File: src/rtl/alu_arbiter_if.sv
// Request, response and ALU-side signals of the alu_arbiter.
// slave: the arbiter's view. master: the requesters plus the external ALU.
interface alu_arbiter_if #(
    parameter int unsigned W = 32
);
    // Requester 0
    logic         req0_valid;
    logic         req0_ready;
    logic [W-1:0] req0_in1;
    logic [W-1:0] req0_in2;
    logic [3:0]   req0_op;
    // Requester 1
    logic         req1_valid;
    logic         req1_ready;
    logic [W-1:0] req1_in1;
    logic [W-1:0] req1_in2;
    logic [3:0]   req1_op;
    // Responses; data/flags are shared and qualified by the per-port valid
    logic         resp0_valid;
    logic         resp0_ready;
    logic         resp1_valid;
    logic         resp1_ready;
    logic [W-1:0] resp_data;
    logic         resp_cout;
    logic         resp_ovf;
    // ALU datapath
    logic [W-1:0] alu_in1;
    logic [W-1:0] alu_in2;
    logic [3:0]   alu_ctrl;
    logic [W-1:0] alu_out;
    logic         alu_cout;
    logic         alu_ovf;

    modport slave (
        input  req0_valid, req0_in1, req0_in2, req0_op,
        input  req1_valid, req1_in1, req1_in2, req1_op,
        input  resp0_ready, resp1_ready,
        input  alu_out, alu_cout, alu_ovf,
        output req0_ready, req1_ready,
        output resp0_valid, resp1_valid, resp_data, resp_cout, resp_ovf,
        output alu_in1, alu_in2, alu_ctrl
    );

    modport master (
        output req0_valid, req0_in1, req0_in2, req0_op,
        output req1_valid, req1_in1, req1_in2, req1_op,
        output resp0_ready, resp1_ready,
        output alu_out, alu_cout, alu_ovf,
        input  req0_ready, req1_ready,
        input  resp0_valid, resp1_valid, resp_data, resp_cout, resp_ovf,
        input  alu_in1, alu_in2, alu_ctrl
    );
endinterface

File: src/rtl/alu_arbiter.sv
// Round-robin arbiter/sequencer in front of the shared ALU. One request at a time is
// latched into the ALU input registers, held for ALU_LAT cycles, and the captured
// result is returned to the winner over a valid/ready handshake.
module alu_arbiter #(
    parameter int unsigned W       = 32,
    parameter int unsigned ALU_LAT = 1
) (
    input logic          clk,
    input logic          rst_n,
    alu_arbiter_if.slave bus
);

    if (ALU_LAT < 1 || ALU_LAT > 15) begin : g_lat_check
        $error("alu_arbiter: ALU_LAT must be in 1..15");
    end

    localparam logic [3:0] LatInit = 4'(ALU_LAT - 1);

    typedef enum logic [1:0] {StIdle, StIssue, StResp} state_e;

    state_e       state_q;
    logic         prio_q;
    logic         owner_q;
    logic [3:0]   lat_cnt_q;
    logic [W-1:0] alu_in1_q;
    logic [W-1:0] alu_in2_q;
    logic [3:0]   alu_ctrl_q;
    logic [W-1:0] resp_data_q;
    logic         resp_cout_q;
    logic         resp_ovf_q;
    logic         resp0_valid_q;
    logic         resp1_valid_q;

    logic grant0;
    logic grant1;
    logic resp_hs;

    // Grant decode: only in IDLE; prio breaks ties, a lone requester always wins.
    always_comb begin
        grant0  = (state_q == StIdle) && bus.req0_valid && (!prio_q || !bus.req1_valid);
        grant1  = (state_q == StIdle) && bus.req1_valid && (prio_q || !bus.req0_valid);
        // Only the owner's ready completes the response; the other port is ignored.
        resp_hs = owner_q ? (resp1_valid_q && bus.resp1_ready)
                          : (resp0_valid_q && bus.resp0_ready);
    end

    // Sequencer FSM with all outputs registered.
    always_ff @(posedge clk) begin
        if (!rst_n) begin
            state_q       <= StIdle;
            prio_q        <= 1'b0;
            owner_q       <= 1'b0;
            lat_cnt_q     <= 4'd0;
            alu_in1_q     <= '0;
            alu_in2_q     <= '0;
            alu_ctrl_q    <= 4'd0;
            resp_data_q   <= '0;
            resp_cout_q   <= 1'b0;
            resp_ovf_q    <= 1'b0;
            resp0_valid_q <= 1'b0;
            resp1_valid_q <= 1'b0;
        end else begin
            case (state_q)
                StIdle: begin
                    if (grant0 || grant1) begin
                        owner_q    <= grant1;
                        prio_q     <= ~grant1;
                        alu_in1_q  <= grant1 ? bus.req1_in1 : bus.req0_in1;
                        alu_in2_q  <= grant1 ? bus.req1_in2 : bus.req0_in2;
                        alu_ctrl_q <= grant1 ? bus.req1_op  : bus.req0_op;
                        lat_cnt_q  <= LatInit;
                        state_q    <= StIssue;
                    end
                end
                StIssue: begin
                    if (lat_cnt_q != 4'd0) begin
                        lat_cnt_q <= lat_cnt_q - 4'd1;
                    end else begin
                        resp_data_q   <= bus.alu_out;
                        resp_cout_q   <= bus.alu_cout;
                        resp_ovf_q    <= bus.alu_ovf;
                        resp0_valid_q <= ~owner_q;
                        resp1_valid_q <= owner_q;
                        state_q       <= StResp;
                    end
                end
                StResp: begin
                    if (resp_hs) begin
                        resp0_valid_q <= 1'b0;
                        resp1_valid_q <= 1'b0;
                        state_q       <= StIdle;
                    end
                end
                default: state_q <= StIdle;
            endcase
        end
    end

    assign bus.req0_ready  = grant0;
    assign bus.req1_ready  = grant1;
    assign bus.resp0_valid = resp0_valid_q;
    assign bus.resp1_valid = resp1_valid_q;
    assign bus.resp_data   = resp_data_q;
    assign bus.resp_cout   = resp_cout_q;
    assign bus.resp_ovf    = resp_ovf_q;
    assign bus.alu_in1     = alu_in1_q;
    assign bus.alu_in2     = alu_in2_q;
    assign bus.alu_ctrl    = alu_ctrl_q;

    // Structural invariants: one grant and one response owner at a time.
    assert property (@(posedge clk) !(grant0 && grant1));
    assert property (@(posedge clk) !(resp0_valid_q && resp1_valid_q));

endmodule

File: src/flat_wrapper.sv
// flat-port wrapper written by rule: the top's interface ports become plain ports
module alu_arbiter_flat 
#(
    parameter int unsigned W       = 32,
    parameter int unsigned ALU_LAT = 1
)
  (clk, rst_n, bus_req0_valid, bus_req0_in1, bus_req0_in2, bus_req0_op, bus_req1_valid, bus_req1_in1, bus_req1_in2, bus_req1_op, bus_resp0_ready, bus_resp1_ready, bus_alu_out, bus_alu_cout, bus_alu_ovf, bus_req0_ready, bus_req1_ready, bus_resp0_valid, bus_resp1_valid, bus_resp_data, bus_resp_cout, bus_resp_ovf, bus_alu_in1, bus_alu_in2, bus_alu_ctrl);
  alu_arbiter_if #(.W(W)) bus_i ();
  input logic clk;
  input logic rst_n;
  input wire logic [$bits(bus_i.req0_valid)-1:0] bus_req0_valid;
  input wire logic [$bits(bus_i.req0_in1)-1:0] bus_req0_in1;
  input wire logic [$bits(bus_i.req0_in2)-1:0] bus_req0_in2;
  input wire logic [$bits(bus_i.req0_op)-1:0] bus_req0_op;
  input wire logic [$bits(bus_i.req1_valid)-1:0] bus_req1_valid;
  input wire logic [$bits(bus_i.req1_in1)-1:0] bus_req1_in1;
  input wire logic [$bits(bus_i.req1_in2)-1:0] bus_req1_in2;
  input wire logic [$bits(bus_i.req1_op)-1:0] bus_req1_op;
  input wire logic [$bits(bus_i.resp0_ready)-1:0] bus_resp0_ready;
  input wire logic [$bits(bus_i.resp1_ready)-1:0] bus_resp1_ready;
  input wire logic [$bits(bus_i.alu_out)-1:0] bus_alu_out;
  input wire logic [$bits(bus_i.alu_cout)-1:0] bus_alu_cout;
  input wire logic [$bits(bus_i.alu_ovf)-1:0] bus_alu_ovf;
  output wire logic [$bits(bus_i.req0_ready)-1:0] bus_req0_ready;
  output wire logic [$bits(bus_i.req1_ready)-1:0] bus_req1_ready;
  output wire logic [$bits(bus_i.resp0_valid)-1:0] bus_resp0_valid;
  output wire logic [$bits(bus_i.resp1_valid)-1:0] bus_resp1_valid;
  output wire logic [$bits(bus_i.resp_data)-1:0] bus_resp_data;
  output wire logic [$bits(bus_i.resp_cout)-1:0] bus_resp_cout;
  output wire logic [$bits(bus_i.resp_ovf)-1:0] bus_resp_ovf;
  output wire logic [$bits(bus_i.alu_in1)-1:0] bus_alu_in1;
  output wire logic [$bits(bus_i.alu_in2)-1:0] bus_alu_in2;
  output wire logic [$bits(bus_i.alu_ctrl)-1:0] bus_alu_ctrl;
  assign bus_i.req0_valid = bus_req0_valid;
  assign bus_i.req0_in1 = bus_req0_in1;
  assign bus_i.req0_in2 = bus_req0_in2;
  assign bus_i.req0_op = bus_req0_op;
  assign bus_i.req1_valid = bus_req1_valid;
  assign bus_i.req1_in1 = bus_req1_in1;
  assign bus_i.req1_in2 = bus_req1_in2;
  assign bus_i.req1_op = bus_req1_op;
  assign bus_i.resp0_ready = bus_resp0_ready;
  assign bus_i.resp1_ready = bus_resp1_ready;
  assign bus_i.alu_out = bus_alu_out;
  assign bus_i.alu_cout = bus_alu_cout;
  assign bus_i.alu_ovf = bus_alu_ovf;
  assign bus_req0_ready = bus_i.req0_ready;
  assign bus_req1_ready = bus_i.req1_ready;
  assign bus_resp0_valid = bus_i.resp0_valid;
  assign bus_resp1_valid = bus_i.resp1_valid;
  assign bus_resp_data = bus_i.resp_data;
  assign bus_resp_cout = bus_i.resp_cout;
  assign bus_resp_ovf = bus_i.resp_ovf;
  assign bus_alu_in1 = bus_i.alu_in1;
  assign bus_alu_in2 = bus_i.alu_in2;
  assign bus_alu_ctrl = bus_i.alu_ctrl;
  alu_arbiter #(.W(W), .ALU_LAT(ALU_LAT)) u_core (.clk(clk), .rst_n(rst_n), .bus(bus_i));
endmodule
File: config.mk
export PLATFORM = sky130hd
export DESIGN_NAME = alu_arbiter_flat
export DESIGN_NICKNAME = d
export VERILOG_FILES = /design/src/rtl/alu_arbiter_if.sv /design/src/rtl/alu_arbiter.sv /design/src/flat_wrapper.sv
export SDC_FILE = /design/constraint.sdc
export NUM_CORES = 1
export LEC_CHECK = 0
export ABC_CLOCK_PERIOD_IN_PS = 2800
export CORE_ASPECT_RATIO = 1.1
export CORE_MARGIN = 8
export CORE_UTILIZATION = 37
export DETAILED_ROUTE_END_ITERATION = 8
export PLACE_DENSITY = 0.8
export SLEW_MARGIN = 20
export SYNTH_ARGS = -nofsm -noshare
export SYNTH_HDL_FRONTEND = slang
export SYNTH_SLANG_ARGS = --single-unit
File: constraint.sdc
create_clock -name clk -period 2.8 [get_ports clk]
set_input_delay 0.84 -clock clk [delete_from_list [all_inputs] [get_ports clk]]
set_output_delay 0.84 -clock clk [all_outputs]
set_load 0.01 [all_outputs]
==> impl.org <==
** STA
- The number of failing hold endpoints at the final stage was 0.
- After layout, the worst path uses a little over nine tenths of the clock period.
- Number of setup violations in the final report :: 0
- Setup slack after layout :: approximately 53 ps
- Setup repair after global routing missed its margin :: no
- Based on the critical path, the design can be clocked at up to 364.0 MHz.
- Worst-case clock skew :: 9.781 ps
- On the final layout, the worst hold slack is 466.8 ps.
- Summed over all failing endpoints, the final setup total negative slack is 0 ps.
- For the pin with the worst max-slew slack, the measured transition is between 900 and 1000 ps.
- Clock period minus worst slack :: 2747 ps
- The max-slew violation total from the final report was 0.
- The worst pin sits at a relative slew slack of between 30% and 40%.

** CTS
- Buffers added to address setup during post-CTS repair amount to 0.
- Worst-path clk slew :: 80 ps
- Number of clock sinks :: 112
- The number of hold buffers added after CTS was 0.
- Clock latency on the worst-skew pair :: ~340 ps
- The number of clock buffers added by TritonCTS is 9.
- The clock passes through at most 2 buffers.
- The H-tree was split into 3 levels.
- The root buffer cell chosen for the clock tree is clkbuf_16.
- TritonCTS built the clock tree.

** Place
- Placer's final routability congestion estimate :: roughly 0.75
- Pre-CTS setup slack :: -520.1 ps
- Count of buffers inserted at the top-level ports :: between 200 and 300
- DPL Wire Length :: ~13000 um
- Counting tap cells, the placed design contains a total of ~920 instances.
- Post-Place Cell Area :: between 7000 and 8000 um2

** Synth
- Counting flops with an async set or reset pin after synthesis yields a share of 0%.
- Summing every instance area after synthesis gives 4626 um2.
- After synthesis, the most frequently instantiated cells are dfxtp_1, nand2_1, nor3_1.
- The netlist uses 38 different library cells.
- Synth area leaders :: dfxtp_1, nand2_1, a21boi_0
- Most repeated cell in the gate-level netlist after synthesis :: dfxtp_1
- In this run, synthesis produced a sequential element count of roughly 110.
- Yosys warning count :: 0
- Synthesis produced a netlist whose cell count is 517.
- Synthesized Nets :: between 600 and 700
- The biggest area contributor in the post-synthesis netlist is dfxtp_1.
- Synth Flop Type :: dfxtp_1
- Number of synthesized flops with an enable pin :: 0
- In this run the mean area of a mapped cell was between 8 and 9 um2.
- In this run the biggest area consumer among cell types represents about half of the synthesized area.
- Sequential elements use between 40% and 50% of the synthesized area.

** Routing
- After detailed routing, the total wire length is between 15000 and 20000 um.
- Wire length per cell :: between 15 and 20 um
- In this run, the number of DRC markers left after iteration 0 of detailed routing was 369.
- Dividing the detail-routed via count by the number of cells gives 5.197.
- Count of TritonRoute iterations in the first routing pass :: 8
- DRC :: 0
- The routed layout has ~4900 vias.
- Post-DRT Antenna Nets :: 0

** Setup path
- Worst-path maximum fanout :: 3
- Setup Crit Path Kind :: primary input to output pin
- STA classifies the critical path endpoint as an output pin.
- Data required time at the worst endpoint :: between 1500 and 2000 ps
- Arrival time of data at the critical path endpoint :: roughly 1900 ps
- STA classifies the critical path startpoint as a primary input.

** Pwr
- For this design the ratio of total power to cell area is ~560 nW/um2.
- Total chip power :: between 4 and 5 mW
- Largest voltage drop on the vdd net :: about 0.45 mV
- Leakage :: 2.869 nW

** Cells and area
- In the final design database the tool counted approximately 960 nets.
- Share of final-layout standard cells stronger than drive strength 1 :: under 10%
- From synthesis to final layout, the design area changed by 69.62%.
- Number of standard cells in the layout, taps in and fillers out :: between 900 and 1000
- Summed area of non-filler cells in the final layout :: 7846 um2
- Fraction of the core area covered by cells at the end of the flow :: about 63%
- The number of antenna diodes in the final layout is 0.

** Floorplan
- For this configuration, the core starts out at a cell density of 37.22%.
- The floorplan step defined a die boundary enclosing about 16000 um2.
- Site Rows :: 43
- Die X :: 122.6 um
- The region available for standard cell placement spans 12430 um2.
- Die span in y :: approximately 130 um
- During I/O placement, the number of pins put on the boundary was 282.

** Global routing
- The initial antenna violation count was 0.
- Total overflow reported by the global router :: 0
- The number of global-route vias before repair came to about 5000.
- Wire length of the first global-routing pass :: 26100 um
- GRT Resource Usage Total :: between 10% and 20%
- Entering global routing, the biggest net connects slightly above 80 pins.

** Flow run
- The tool flagged a number of max-cap violations equal to 0.

** Status
- Status :: completed

** Hold path
- HP Class :: flop to flop
[power by group]
group          total, mW  switching (mW)  internal [mW]
combinational       1.21           0.537          0.672
clock               1.32           0.614          0.704
sequential          1.85          0.0925           1.76
[per-layer routing]
metal / global-route usage [%] / wire length (um) / up-vias
met5: 0 / 0 / -
met4: 9.424 / 595 / 0
met3: 6.263 / 1593 / 39
met2: 34.75 / 8528 / 231
met1: 21.10 / 6204 / 2275
li1: - / - / 2335
[placed cells by master, fill, tap and decap left out, types with 21 or more instances in the layout]
master,instances
nor3_2,21
nor2_1,30
a21boi_0,35
dfxtp_1,112
nand2_1,93
clkdlybuf4s50_1,277
nor3_1,36
o21ai_0,30
a222oi_1,23
nor2b_1,28
[worst max-delay path: stages]
cell and delay (ps):
clkdlybuf4s50_1 490, buf_4 140, and3_1 180, clkdlybuf4s15_1 260
[cell type report]
type,count,area [um2]
fill,1037,4582
timing repair buffer,292,2928
sequential,112,2242
multi-input combinational,359,2161
clock buffer,9,225.2
tap,157,196.4
clock inverter,7,81.33
inverter,3,12.51
[cells by family after synthesis]
| logic type | Yosys count | share of synthesized area [%] |
|---|---|---|
| AO/OA/AOI/OAI | 131 | 20.77 |
| XOR/XNOR | 1 | 0.1894 |
| adder cells (fa/ha/maj) | 2 | 0.5409 |
| buffers and inverters | 46 | 5.193 |
| flip-flops | 112 | 48.47 |
| AND/OR/NAND/NOR | 225 | 24.83 |
[registers in the layout, summed over array words and instances (netlist names)]
register                count
u_core.bus.resp1_valid      1
u_core.lat_cnt_q            4
u_core.owner_q              1
u_core.bus.alu_in1         32
u_core.state_q              2
u_core.bus.resp0_valid      1
u_core.prio_q               1
u_core.bus.alu_in2         32
u_core.bus.resp_cout        1
u_core.bus.resp_data       32
u_core.bus.alu_ctrl         4
u_core.bus.resp_ovf         1
[what timing repair did]
action,in CTS,in global routing
gates cloned,0,0
pin swaps,1,0
gates resized for setup,7,1
setup endpoints to repair,2,1
[final timing paths]
| check | from | to | slack [ps] | cells past startpoint |
|---|---|---|---|---|
| setup / recovery | bus_req0_valid | bus_req0_ready | 50 | 4 |
| hold / removal | u_core.bus.resp_data[11] | u_core.bus.resp_data[11] | 470 | 2 |
| setup reg to reg | u_core.state_q[1] | u_core.bus.alu_in1[1] | 640 | 6 |
| hold reg to reg | u_core.bus.resp_data[11] | u_core.bus.resp_data[11] | 470 | 2 |
Note: power is estimated with default switching activity, not from simulation.
